<file path="src/rtl/arbitro_pkg.sv">
// Shared types for the two-interface code arbiter: FSM encoding, source ids, counter sizing.
package arbitro_pkg;

    typedef enum logic [1:0] {
        ST_IDLE  = 2'd0,
        ST_SEND  = 2'd1,
        ST_GUARD = 2'd2
    } state_t;

    localparam logic SRC_IE01 = 1'b0;
    localparam logic SRC_IE02 = 1'b1;

    // A zero-valued maximum still needs a one-bit counter.
    function automatic int cnt_w(input int max_val);
        return (max_val < 1) ? 1 : $clog2(max_val + 1);
    endfunction

endpackage

</file>
<file path="src/rtl/contador_guarda.sv">
// Loadable down-counter with zero and "one left" flags; load has priority over decrement.
// Latency: flags reflect the registered count. No backpressure; saturates at zero.
module contador_guarda #(
    parameter int W = 2
) (
    input  logic         i_clk,
    input  logic         i_rst_n,
    input  logic         i_load,
    input  logic [W-1:0] i_load_val,
    input  logic         i_dec,
    output logic         o_zero,
    output logic         o_last
);

    logic [W-1:0] r_cnt;

    always_ff @(posedge i_clk or negedge i_rst_n) begin
        if (!i_rst_n) begin
            r_cnt <= '0;
        end else if (i_load) begin
            r_cnt <= i_load_val;
        end else if (i_dec && (r_cnt != '0)) begin
            r_cnt <= r_cnt - W'(1);
        end
    end

    assign o_zero = (r_cnt == '0);
    assign o_last = (r_cnt == W'(1));

endmodule

</file>
<file path="src/rtl/arbitro_interfaces.sv">
// Round-robin arbiter forwarding IE01/IE02 codes over one valid/ready path, then a guard gap.
// Latency 1 cycle request-to-valid; code held until ready_in. Optional drop: ARBITRO_TIMEOUT_EN.
module arbitro_interfaces
    import arbitro_pkg::*;
#(
    parameter int CODE_W      = 8,
    parameter int GUARD_CYC   = 2,
    parameter int TIMEOUT_CYC = 16
) (
    input  logic              clk,
    input  logic              reset_n,
    input  logic              req_ie01,
    input  logic [CODE_W-1:0] code_ie01,
    input  logic              req_ie02,
    input  logic [CODE_W-1:0] code_ie02,
    output logic              gnt_ie01,
    output logic              gnt_ie02,
    output logic              sel,
    output logic [CODE_W-1:0] code_out,
    output logic              valid_out,
    input  logic              ready_in,
    output logic              busy,
    output logic              timeout_err
);

    localparam int GW = cnt_w(GUARD_CYC);
    localparam logic [GW-1:0] GUARD_LD = GW'(GUARD_CYC);

    state_t            r_state, w_state_nxt;
    logic              r_last, r_sel, r_first, r_to_err;
    logic [CODE_W-1:0] r_code;
    logic              w_any, w_pick, w_win, w_hs, w_to_fire, w_end;
    logic              w_g_zero, w_g_last;

    assign w_any  = req_ie01 | req_ie02;
    // On a tie the requester not served last wins.
    assign w_pick = (req_ie01 && req_ie02) ? ~r_last : (req_ie02 ? SRC_IE02 : SRC_IE01);
    assign w_win  = (r_state == ST_IDLE) && w_any;
    assign w_hs   = (r_state == ST_SEND) && ready_in;
    assign w_end  = w_hs | w_to_fire;

`ifdef ARBITRO_TIMEOUT_EN
    localparam int TW = cnt_w(TIMEOUT_CYC);
    logic w_t_zero, w_t_last;

    contador_guarda #(.W(TW)) u_cnt_timeout (
        .i_clk      (clk),
        .i_rst_n    (reset_n),
        .i_load     (w_win),
        .i_load_val (TW'(TIMEOUT_CYC)),
        .i_dec      (r_state == ST_SEND),
        .o_zero     (w_t_zero),
        .o_last     (w_t_last)
    );

    assign w_to_fire = (r_state == ST_SEND) && !ready_in && (w_t_last || w_t_zero);
`else
    // Timeout path absent; the parameter only remains visible on the interface.
    assign w_to_fire = (TIMEOUT_CYC < 1) & 1'b0;
`endif

    contador_guarda #(.W(GW)) u_cnt_guard (
        .i_clk      (clk),
        .i_rst_n    (reset_n),
        .i_load     (w_end),
        .i_load_val (GUARD_LD),
        .i_dec      (r_state == ST_GUARD),
        .o_zero     (w_g_zero),
        .o_last     (w_g_last)
    );

    always_ff @(posedge clk or negedge reset_n) begin
        if (!reset_n) begin
            r_state <= ST_IDLE;
        end else begin
            r_state <= w_state_nxt;
        end
    end

    always_comb begin
        w_state_nxt = r_state;
        case (r_state)
            ST_IDLE:  if (w_any) w_state_nxt = ST_SEND;
            ST_SEND:  if (w_end) w_state_nxt = (GUARD_CYC == 0) ? ST_IDLE : ST_GUARD;
            ST_GUARD: if (w_g_last || w_g_zero) w_state_nxt = ST_IDLE;
            default:  w_state_nxt = ST_IDLE;
        endcase
    end

    always_comb begin
        valid_out   = (r_state == ST_SEND);
        busy        = (r_state != ST_IDLE);
        gnt_ie01    = valid_out && r_first && (r_sel == SRC_IE01);
        gnt_ie02    = valid_out && r_first && (r_sel == SRC_IE02);
        sel         = r_sel;
        code_out    = r_code;
        timeout_err = r_to_err;
    end

    always_ff @(posedge clk or negedge reset_n) begin
        if (!reset_n) begin
            r_last   <= SRC_IE02;
            r_sel    <= SRC_IE01;
            r_code   <= '0;
            r_first  <= 1'b0;
            r_to_err <= 1'b0;
        end else begin
            r_first  <= w_win;
            r_to_err <= w_to_fire;
            if (w_win) begin
                r_last <= w_pick;
                r_sel  <= w_pick;
                r_code <= (w_pick == SRC_IE02) ? code_ie02 : code_ie01;
            end
        end
    end

endmodule
</file>
<file path="config.mk">
export PLATFORM = sky130hd
export DESIGN_NAME = arbitro_interfaces
export DESIGN_NICKNAME = d
export VERILOG_FILES = /design/src/rtl/arbitro_pkg.sv /design/src/rtl/contador_guarda.sv /design/src/rtl/arbitro_interfaces.sv
export SDC_FILE = /design/constraint.sdc
export NUM_CORES = 1
export LEC_CHECK = 0
export ABC_AREA = 1
export ABC_CLOCK_PERIOD_IN_PS = 1500
export BUFFER_PORTS_ARGS = -buffer_cell sky130_fd_sc_hd__buf_2
export CORE_ASPECT_RATIO = 1.5
export CORE_UTILIZATION = 25
export DETAILED_ROUTE_END_ITERATION = 10
export GPL_ROUTABILITY_DRIVEN = 0
export HOLD_SLACK_MARGIN = 0.03
export SLEW_MARGIN = 20
export SYNTH_ARGS = -nofsm -noshare
export SYNTH_HDL_FRONTEND = slang
export SYNTH_SLANG_ARGS = --single-unit
export TNS_END_PERCENT = 10
</file>
<file path="constraint.sdc">
create_clock -name clk -period 1.5 [get_ports clk]
set_input_delay 0 -clock clk [delete_from_list [all_inputs] [get_ports clk]]
set_output_delay 0 -clock clk [all_outputs]
set_load 0.01 [all_outputs]
</file>
==> impl_metrics.env, run 1 <==
export IMPL_antenna_found_initial=0
export IMPL_path_max_fanout=10
export IMPL_reg2reg_depth=5
export IMPL_startpoint="r_last"
export IMPL_setup_worst_path_start_class="flip-flop"
export IMPL_max_freq_ghz=0.814
export IMPL_dpl_hpwl_um=1540
export IMPL_yosysUniqueCellTypes=23
export IMPL_postRouteAntennaNets=0
export IMPL_fin_tns_setup_ps=0
export IMPL_regToRegSetupSlack_ps=270
export IMPL_drtPass1Iterations=4
export IMPL_clock_sinks=15
export IMPL_avgSynthCellArea_um2=7.96
export IMPL_num_vias=777
export IMPL_crit_end="code_out[3]"
export IMPL_cp_slowest_cell="dfstp_2"
export IMPL_cts_repair_resized=0
export IMPL_rsz0062_at_grt="false"
export IMPL_clock_latency_ps=240
export IMPL_hp_class="input pin to flip-flop"
export IMPL_status="finished, final reports clean"
export IMPL_die_w_um=51.0
export IMPL_nets=172
export IMPL_final_common_cell="buf_2"
export IMPL_routed_wl_um=1870
export IMPL_path_class="flip-flop to flip-flop"
export IMPL_num_rows=26
export IMPL_yosys_warnings=0
export IMPL_die_h_um=75.5
export IMPL_p_per_area_nw_per_um2=1760
export IMPL_yosys_register_bits=15
export IMPL_yosysSeqAreaShare_pct=41.9
export IMPL_grt_max_degree=16
export IMPL_worst_r2r_endpoint="code_out[3]"
export IMPL_hold_viol=0
export IMPL_antennaDiodeCount=0
export IMPL_drive_above_1_share_pct=37.8
export IMPL_die_area_um2=3850
export IMPL_ir_drop_mv=0.736
export IMPL_stdcell_area_um2=1140
export IMPL_yosys_top_cells_area="dfrtp_1, nand2_1, inv_1"
export IMPL_avgRoutedWirePerCell_um=9.83
export IMPL_syn_to_final_growth_pct=26.8
export IMPL_port_buffers=33
export IMPL_end_kind="flip-flop"
export IMPL_synth_top_cell_area_share_pct=38.9
export IMPL_post_route_period_util_pct=81.9
export IMPL_vias_per_cell=4.09
export IMPL_cp_common_cell="nand2_1"
export IMPL_syn_nets=136
export IMPL_io_pins=35
export IMPL_place_area_um2=1080
export IMPL_cts_root_buf="clkbuf_8"
export IMPL_cts_buffer_depth=2
export IMPL_drc_errors=0
export IMPL_start_util_pct=26.3
export IMPL_finalCriticalPeriod_ps=1230
export IMPL_path_clk_slew_ps=60
export IMPL_grt_pass1_wl_um=3340
export IMPL_crit_chain="nand2_1 > nand2_2 > nand2_1 > nand3_2 > nand2_1"
export IMPL_skew_ps=2.03
export IMPL_power_leakage_nw=0.677
export IMPL_arrival_ps=1360
export IMPL_cts_buffers=3
export IMPL_final_cell_mix="buf_2, nand2_1, inv_1, dfrtp_1, nand3_1"
export IMPL_drv_cap=0
export IMPL_critical_path_max_stage_delay_ps=530
export IMPL_h_tree_depth=1
export IMPL_grt_ovfl_total=0
export IMPL_cts_tree="done"
export IMPL_required_ps=1630
export IMPL_synth_area_um2=900
export IMPL_track_usage_pct=11.5
export IMPL_coreArea_um2=3420
export IMPL_yosysTopAreaCell="dfrtp_1"
export IMPL_grt_pass1_vias=757
export IMPL_slew_violations=0
export IMPL_drt_iter0_markers=37
export IMPL_r2r_start="r_last"
export IMPL_setup_viol_count_final=0
export IMPL_syn_inst=113
## area by class of cell
cell class / instances / area, um^2
Clock inverter: 1 / 5.00
Tap cell: 42 / 52.6
Timing Repair Buffer: 34 / 175
Multi-Input combinational cell: 69 / 390
Inverter: 26 / 100
Clock buffer: 3 / 41.3
Fill cell: 393 / 2270
Sequential cell: 15 / 377
## state kept, by name, summed over array words and instances (netlist names)
signal,count
sel,1
code_out,8
u_cnt_guard.r_cnt,2
r_first,1
r_last,1
r_state,2
## per-layer routing
layer | global-route usage, % | share of wire [%] | vias up | wire length (um)
met5 | 0 | 0 | - | 0
met4 | 4.63 | 1.4 | 0 | 26
met3 | 2.00 | 4.7 | 2 | 88
met2 | 19.4 | 50 | 25 | 930
met1 | 14.6 | 44 | 338 | 822
li1 | - | - | 412 | -
## synth_stat cells
| master | n |
|---|---|
| ha_1 | 2 |
| buf_4 | 1 |
| dfstp_2 | 1 |
| or2_1 | 1 |
| buf_12 | 1 |
| nand4_1 | 1 |
| inv_1 | 22 |
| conb_1 | 1 |
| nand2_2 | 1 |
| or2_0 | 1 |
| buf_2 | 1 |
| nor2_1 | 1 |
| dfrtp_1 | 14 |
| nor2_2 | 2 |
| nand3_1 | 13 |
| nand2_1 | 32 |
| nand2_4 | 1 |
| o21ai_2 | 1 |
| inv_2 | 3 |
| nand3_2 | 8 |
| nor2_8 | 1 |
| nor3_1 | 3 |
| inv_4 | 1 |
## stage by stage
stage	util, %	total power, mW	std cells	hold WS (ps)	setup slack [ps]
finish	33.4	2.01	190	36.0	272
global route	33.4	2.23	190	68.7	157
CTS	33.4	2.05	190	38.6	262
detailed placement	31.8	1.72	185	-72.0	272
global placement	31.8	1.71	185	-73.8	292
floorplan	-	1.45	113	-296	394
## kinds of logic after synthesis
kind of cell / after synthesis / share of synthesized area [%]
other: 1 / 0.417
adder cells (fa/ha/maj): 2 / 2.78
buffers and inverters: 29 / 14.7
AO/OA/AOI/OAI: 1 / 0.974
flip-flops: 15 / 41.9
AND/OR/NAND/NOR: 65 / 39.2
## what timing repair did
item / in CTS / in global routing
setup buffers: 0 / 0
hold buffers: 1 / 0
endpoints found under the hold margin: 15 / 0
## worst min path at each step
stage | from | endpoint | slack [ps] | depth (start not counted)
5_1_grt | code_ie01[4] | code_out[4] | 70 | 5
4_1_cts | ready_in | r_state[0] | 40 | 3
3_3_place_gp | reset_n | code_out[2] | -70 | 1
6_report | ready_in | r_state[0] | 40 | 3
3_5_place_dp | reset_n | u_cnt_guard.r_cnt[0] | -70 | 1
2_1_floorplan | reset_n | code_out[0] | -300 | 0
## critical path, delay by kind of cell, from the launching register on
family | cells | cell delay, ps
flops | 1 | 530
simple gates | 5 | 600
## report_power, final
group          internal, mW  leakage [nW]  switching (mW)  total (mW)
clock                 0.183        0.0255           0.134       0.317
sequential            0.613         0.181           0.117       0.729
combinational         0.365         0.471           0.600       0.965
total                  1.16         0.677           0.850        2.01
Note: power is estimated with default switching activity, not from simulation.
==> run 2, diff against run 1 <==
--- a/config.mk
+++ b/config.mk
@@ -5,8 +5,8 @@
 export SDC_FILE = /design/constraint.sdc
 export NUM_CORES = 1
 export LEC_CHECK = 0
-export ABC_AREA = 1
-export ABC_CLOCK_PERIOD_IN_PS = 1500
+export ABC_AREA = 0
+export ABC_CLOCK_PERIOD_IN_PS = 1080
 export BUFFER_PORTS_ARGS = -buffer_cell sky130_fd_sc_hd__buf_2
 export CORE_ASPECT_RATIO = 1.5
 export CORE_UTILIZATION = 25
==> constraint.sdc (replaced) <==
create_clock -name clk -period 1.08 [get_ports clk]
set_input_delay 0 -clock clk [delete_from_list [all_inputs] [get_ports clk]]
set_output_delay 0 -clock clk [all_outputs]
set_load 0.01 [all_outputs]
==> impl_metrics.env, run 2 <==
export IMPL_dpl_hpwl_um=1360
export IMPL_drc_errors=1
export IMPL_synth_common_cells="mux2_2, dfrtp_1, inv_1"
export IMPL_yosys_top_cells_area="dfrtp_1, mux2_2, dfstp_2"
export IMPL_regToRegSetupSlack_ps=-400
export IMPL_die_h_um=69.3
export IMPL_synth_most_common_cell="mux2_2"
export IMPL_cts_buffer_depth=2
export IMPL_worstHoldPathCells=3
export IMPL_cts_root_buf="clkbuf_8"
export IMPL_ir_drop_mv=1.06
export IMPL_fin_tns_setup_ps=-3320
export IMPL_post_route_period_util_pct=137
export IMPL_skew_ps=1.69
export IMPL_fillerInstances=296
export IMPL_die_w_um=46.9
export IMPL_grt_pass1_wl_um=2910
export IMPL_clock_latency_ps=240
export IMPL_required_ps=1210
export IMPL_arrival_ps=1610
export IMPL_synth_area_um2=756
export IMPL_antenna_found_initial=0
export IMPL_async_reset_ff_share_pct=100
export IMPL_fin_util_pct=41.7
export IMPL_path_class="flip-flop to flip-flop"
export IMPL_cts_buffers=3
export IMPL_regArea_um2=377
export IMPL_p_per_area_nw_per_um2=2570
export IMPL_syn_to_final_growth_pct=59.1
export IMPL_yosysUniqueCellTypes=21
export IMPL_drv_cap=0
export IMPL_end_kind="flip-flop"
export IMPL_power_leakage_nw=0.619
export IMPL_max_freq_ghz=0.676
export IMPL_yosys_register_bits=15
export IMPL_final_common_cell="buf_2"
export IMPL_multi_input_area_um2=410
export IMPL_drt_iter0_markers=2
export IMPL_finalCriticalPeriod_ps=1480
export IMPL_violations="DRC, setup timing"
export IMPL_rsz0062_at_grt="true"
export IMPL_track_usage_pct=12.3
export IMPL_path_max_fanout=4
export IMPL_avgSynthCellArea_um2=11.8
export IMPL_port_buffers=33
export IMPL_num_vias=651
export IMPL_largest_reg_flops=8
export IMPL_r2r_start="r_last"
export IMPL_synth_edf_count=0
export IMPL_holdWs_ps=41.7
export IMPL_path_clk_slew_ps=60
export IMPL_clock_sinks=15
export IMPL_worst_r2r_endpoint="code_out[2]"
export IMPL_hold_viol=0
export IMPL_power_total_mw=3.09
export IMPL_worst_slack_ps=-399
export IMPL_yosysSeqAreaShare_pct=49.8
export IMPL_vias_per_cell=4.25
export IMPL_io_pins=35
export IMPL_grt_max_degree=16
export IMPL_nets=138
export IMPL_coreArea_um2=2880
export IMPL_postRouteAntennaNets=0
export IMPL_min_from="req_ie01"
export IMPL_cts_tree="done"
export IMPL_avgRoutedWirePerCell_um=11.1
export IMPL_hp_class="input pin to flip-flop"
export IMPL_drive_above_1_share_pct=68.4
export IMPL_status="finished, violations left"
export IMPL_drtPass1Iterations=6
export IMPL_syn_nets=87
export IMPL_synthFlopType="dfrtp_1"
export IMPL_start_util_pct=26.2
export IMPL_antennaDiodeCount=0
export IMPL_dp_slack_ps=-405
export IMPL_h_tree_depth=1
export IMPL_slew_violations=0
export IMPL_grt_ovfl_total=0
export IMPL_reg2reg_depth=4
export IMPL_syn_inst=64
export IMPL_grt_pass1_vias=682
export IMPL_synth_top_cell_area_share_pct=46.4
export IMPL_num_rows=24
export IMPL_yosys_warnings=0
export IMPL_setup_worst_path_start_class="flip-flop"
export IMPL_final_cell_mix="buf_2, dfrtp_1, buf_4, mux2_4, mux2_2"
export IMPL_yosysTopAreaCell="dfrtp_1"
export IMPL_routed_wl_um=1700
export IMPL_setup_viol_count_final=11
export IMPL_hold_end="r_last"
export IMPL_die_area_um2=3250
==> run 2: cell types whose count changed in the layout (fill, tap and decap cells not counted), sizes merged, moves of 2 or more <==
cell    before  now
or2          2    0
mux2         0   16
o21ai        1    3
nor3         3    0
buf         33   47
a21oi        0    3
inv         26    5
nand3b       0    2
nand3       21    0
nand2       34    3
==> run 2: where the power goes <==
part	switching [mW]	internal, mW
Clock	0.190	0.255
Sequential	0.150	0.851
Combinational	0.725	0.919
Total	1.06	2.03
==> run 2: worst max path at each step <==
stage,endpoint,startpoint,slack (ps)
finish,code_out[2],r_last,-400
CTS,code_out[2],r_last,-410
floorplan,code_out[0],r_last,-360
global route,code_out[4],r_last,-470
global placement,code_out[5],r_last,-370
detailed placement,code_out[6],r_last,-400
==> run 2: what timing repair did <==
| action | CTS | global route |
|---|---|---|
| hold buffers | 2 | 0 |
| endpoints found under the setup margin | 16 | 17 |
| gates resized for setup | 5 | 12 |
| endpoints found under the hold margin | 16 | 0 |
| buffers inserted | 0 | 0 |
==> run 2: area by class of cell <==
type	instances	share of cell area, %
clock inverters	1	0.416
repair buffers	49	25.1
clock buffers	3	3.43
well taps	39	4.06
inverters	5	1.56
flip-flops and latches	15	31.3
multi-input cells	41	34.1
==> run 2: critical path, cell delays in order (launching register included) <==
cell and delay [ps]:
dfstp_2 530, a21bo_1 130, buf_4 150, mux2_4 300, mux2_2 260
==> run 2: kinds of logic (layout without fill, tap and decap cells) <==
| kind of cell | count (synthesis) | after routing | share of synthesized area (%) |
|---|---|---|---|
| and+or+nand+nor | 11 | 11 | 7.12 |
| AOI/OAI and AO/OA | 10 | 10 | 8.44 |
| muxes | 17 | 17 | 25.2 |
| adders and majority gates | 2 | 2 | 3.31 |
| other | 1 | 1 | 0.496 |
| buffers and inverters | 8 | 58 | 5.63 |
| DFF | 15 | 15 | 49.8 |
==> run 2: metrics by stage <==
step	std cells	area, um^2
final	153	1200
after global routing	153	1200
after CTS	153	1160
after detailed placement	147	1080
after global placement	147	1080
after floorplan	64	786
==> run 2: layer usage <==
layer,GRT usage [%],part of all wire (%),vias up
li1,-,-,321
met1,12.6,37,307
met2,21.3,57,19
met3,2.60,3.9,4
met4,6.67,2.2,0
met5,0,0,-
==> run 3, diff against run 2 <==
--- a/config.mk
+++ b/config.mk
@@ -13,6 +13,7 @@
 export DETAILED_ROUTE_END_ITERATION = 10
 export GPL_ROUTABILITY_DRIVEN = 0
 export HOLD_SLACK_MARGIN = 0.03
+export RECOVER_POWER = 25
 export SLEW_MARGIN = 20
 export SYNTH_ARGS = -nofsm -noshare
 export SYNTH_HDL_FRONTEND = slang
==> impl_metrics.env, run 3 (same netlist as run 2, synthesis figures left out) <==
export IMPL_die_area_um2=3250
export IMPL_routed_wl_um=1700
export IMPL_port_buffers=33
export IMPL_worst_slack_ps=-399
export IMPL_vias_per_cell=4.26
export IMPL_cts_root_buf="clkbuf_8"
export IMPL_end_kind="flip-flop"
export IMPL_die_h_um=69.3
export IMPL_start_util_pct=26.2
export IMPL_ir_drop_mv=1.06
export IMPL_drt_iter0_markers=2
export IMPL_cts_tree="done"
export IMPL_regArea_um2=377
export IMPL_final_common_cell="buf_2"
export IMPL_violations="DRC, setup timing"
export IMPL_drc_errors=1
export IMPL_place_area_um2=1080
export IMPL_worst_slew_pin_slew_ps=809
export IMPL_stdcell_area_um2=1200
export IMPL_clock_sinks=15
export IMPL_cp_slowest_cell="dfstp_2"
export IMPL_postRouteAntennaNets=0
export IMPL_status="finished, violations left"
export IMPL_max_freq_ghz=0.676
export IMPL_avgRoutedWirePerCell_um=11.1
export IMPL_hold_viol=0
export IMPL_regToRegSetupSlack_ps=-400
export IMPL_p_per_area_nw_per_um2=2570
export IMPL_final_cell_mix="buf_2, dfrtp_1, buf_4, mux2_4, mux2_2"
export IMPL_grt_pass1_vias=682
export IMPL_dpl_hpwl_um=1360
export IMPL_track_usage_pct=12.3
export IMPL_post_route_period_util_pct=137
export IMPL_skew_ps=1.69
export IMPL_drv_cap=0
export IMPL_cts_buffer_depth=2
export IMPL_rsz0062_at_grt="true"
export IMPL_grt_pass1_wl_um=2910
export IMPL_num_vias=652
export IMPL_largest_reg_flops=8
export IMPL_h_tree_depth=1
export IMPL_hp_class="input pin to flip-flop"
export IMPL_nets=138
export IMPL_num_rows=24
export IMPL_die_w_um=46.9
export IMPL_syn_to_final_growth_pct=58.9
export IMPL_setup_viol_count_final=11
export IMPL_critPathTopFamily="multiplexers"
export IMPL_cp_num_buf_inv=1
export IMPL_finalCriticalPeriod_ps=1480
export IMPL_antennaDiodeCount=0
export IMPL_grt_ovfl_total=0
export IMPL_cts_buffers=3
export IMPL_grt_max_degree=16
export IMPL_required_ps=1210
export IMPL_slew_violations=0
export IMPL_multi_input_area_um2=410
export IMPL_cts_setup_buffers=0
export IMPL_crit_chain="a21bo_1 > buf_4 > mux2_4 > mux2_2"
export IMPL_slew_headroom_pct=46.1
export IMPL_setup_worst_path_start_class="flip-flop"
export IMPL_drtPass1Iterations=6
export IMPL_drive_above_1_share_pct=67.5
export IMPL_path_max_fanout=4
export IMPL_path_class="flip-flop to flip-flop"
export IMPL_antenna_found_initial=0
export IMPL_clock_latency_ps=240
export IMPL_power_leakage_nw=0.617
export IMPL_arrival_ps=1610
export IMPL_holdWs_ps=41.7
export IMPL_dp_slack_ps=-405
export IMPL_critical_path_max_stage_delay_ps=530
export IMPL_coreArea_um2=2880
export IMPL_fillerInstances=297
export IMPL_power_total_mw=3.09
export IMPL_path_clk_slew_ps=60
export IMPL_io_pins=35
-- run 3: routing by layer --
| layer | wire length (um) | global-route usage (%) |
|---|---|---|
| met5 | 0 | 0 |
| met4 | 38 | 6.67 |
| met1 | 638 | 12.6 |
| met3 | 66 | 2.60 |
| met2 | 956 | 21.3 |
-- run 3: per-stage QoR --
step | TNS, ps | util, % | cells
finish | -3320 | 41.7 | 153
global placement | -2950 | 37.5 | 147
floorplan | -3020 | - | 64
global route | -4190 | 41.7 | 153
detailed placement | -3240 | 37.5 | 147
CTS | -3460 | 40.3 | 153
-- run 3: area by class of cell --
| cell class | instances | share of cell area [%] |
|---|---|---|
| clock buffers | 3 | 3.44 |
| multi-input cells | 41 | 34.2 |
| clock inverters | 1 | 0.417 |
| well taps | 39 | 4.06 |
| inverters | 5 | 1.56 |
| flip-flops and latches | 15 | 31.4 |
| repair buffers | 49 | 25.0 |
-- run 3: path summary, 6_finish.rpt --
check	startpoint	end	depth (start not counted)
max	r_last	code_out[2]	4
max reg2reg	r_last	code_out[2]	4
min	req_ie01	r_last	3
min reg2reg	code_out[7]	code_out[7]	1
min in group asynchronous	reset_n	u_cnt_guard.r_cnt[0]	2
max in group asynchronous	reset_n	code_out[4]	2
-- run 3: where the power goes --
part	internal [mW]	switching, mW
Combinational	0.918	0.724
Sequential	0.851	0.149
Clock	0.255	0.190
Total	2.02	1.06
-- run 3: worst reg2reg max path: stages (launching register included) --
cell	delay, ps
dfstp_2	530
a21bo_1	130
buf_4	150
mux2_4	300
mux2_2	260
-- run 3: what timing repair did --
item | CTS | global route
hold buffers | 2 | 0
resized for setup | 5 | 12
endpoints found under the setup margin | 16 | 17
hold endpoints to repair | 16 | 0
cloned | 0 | 0
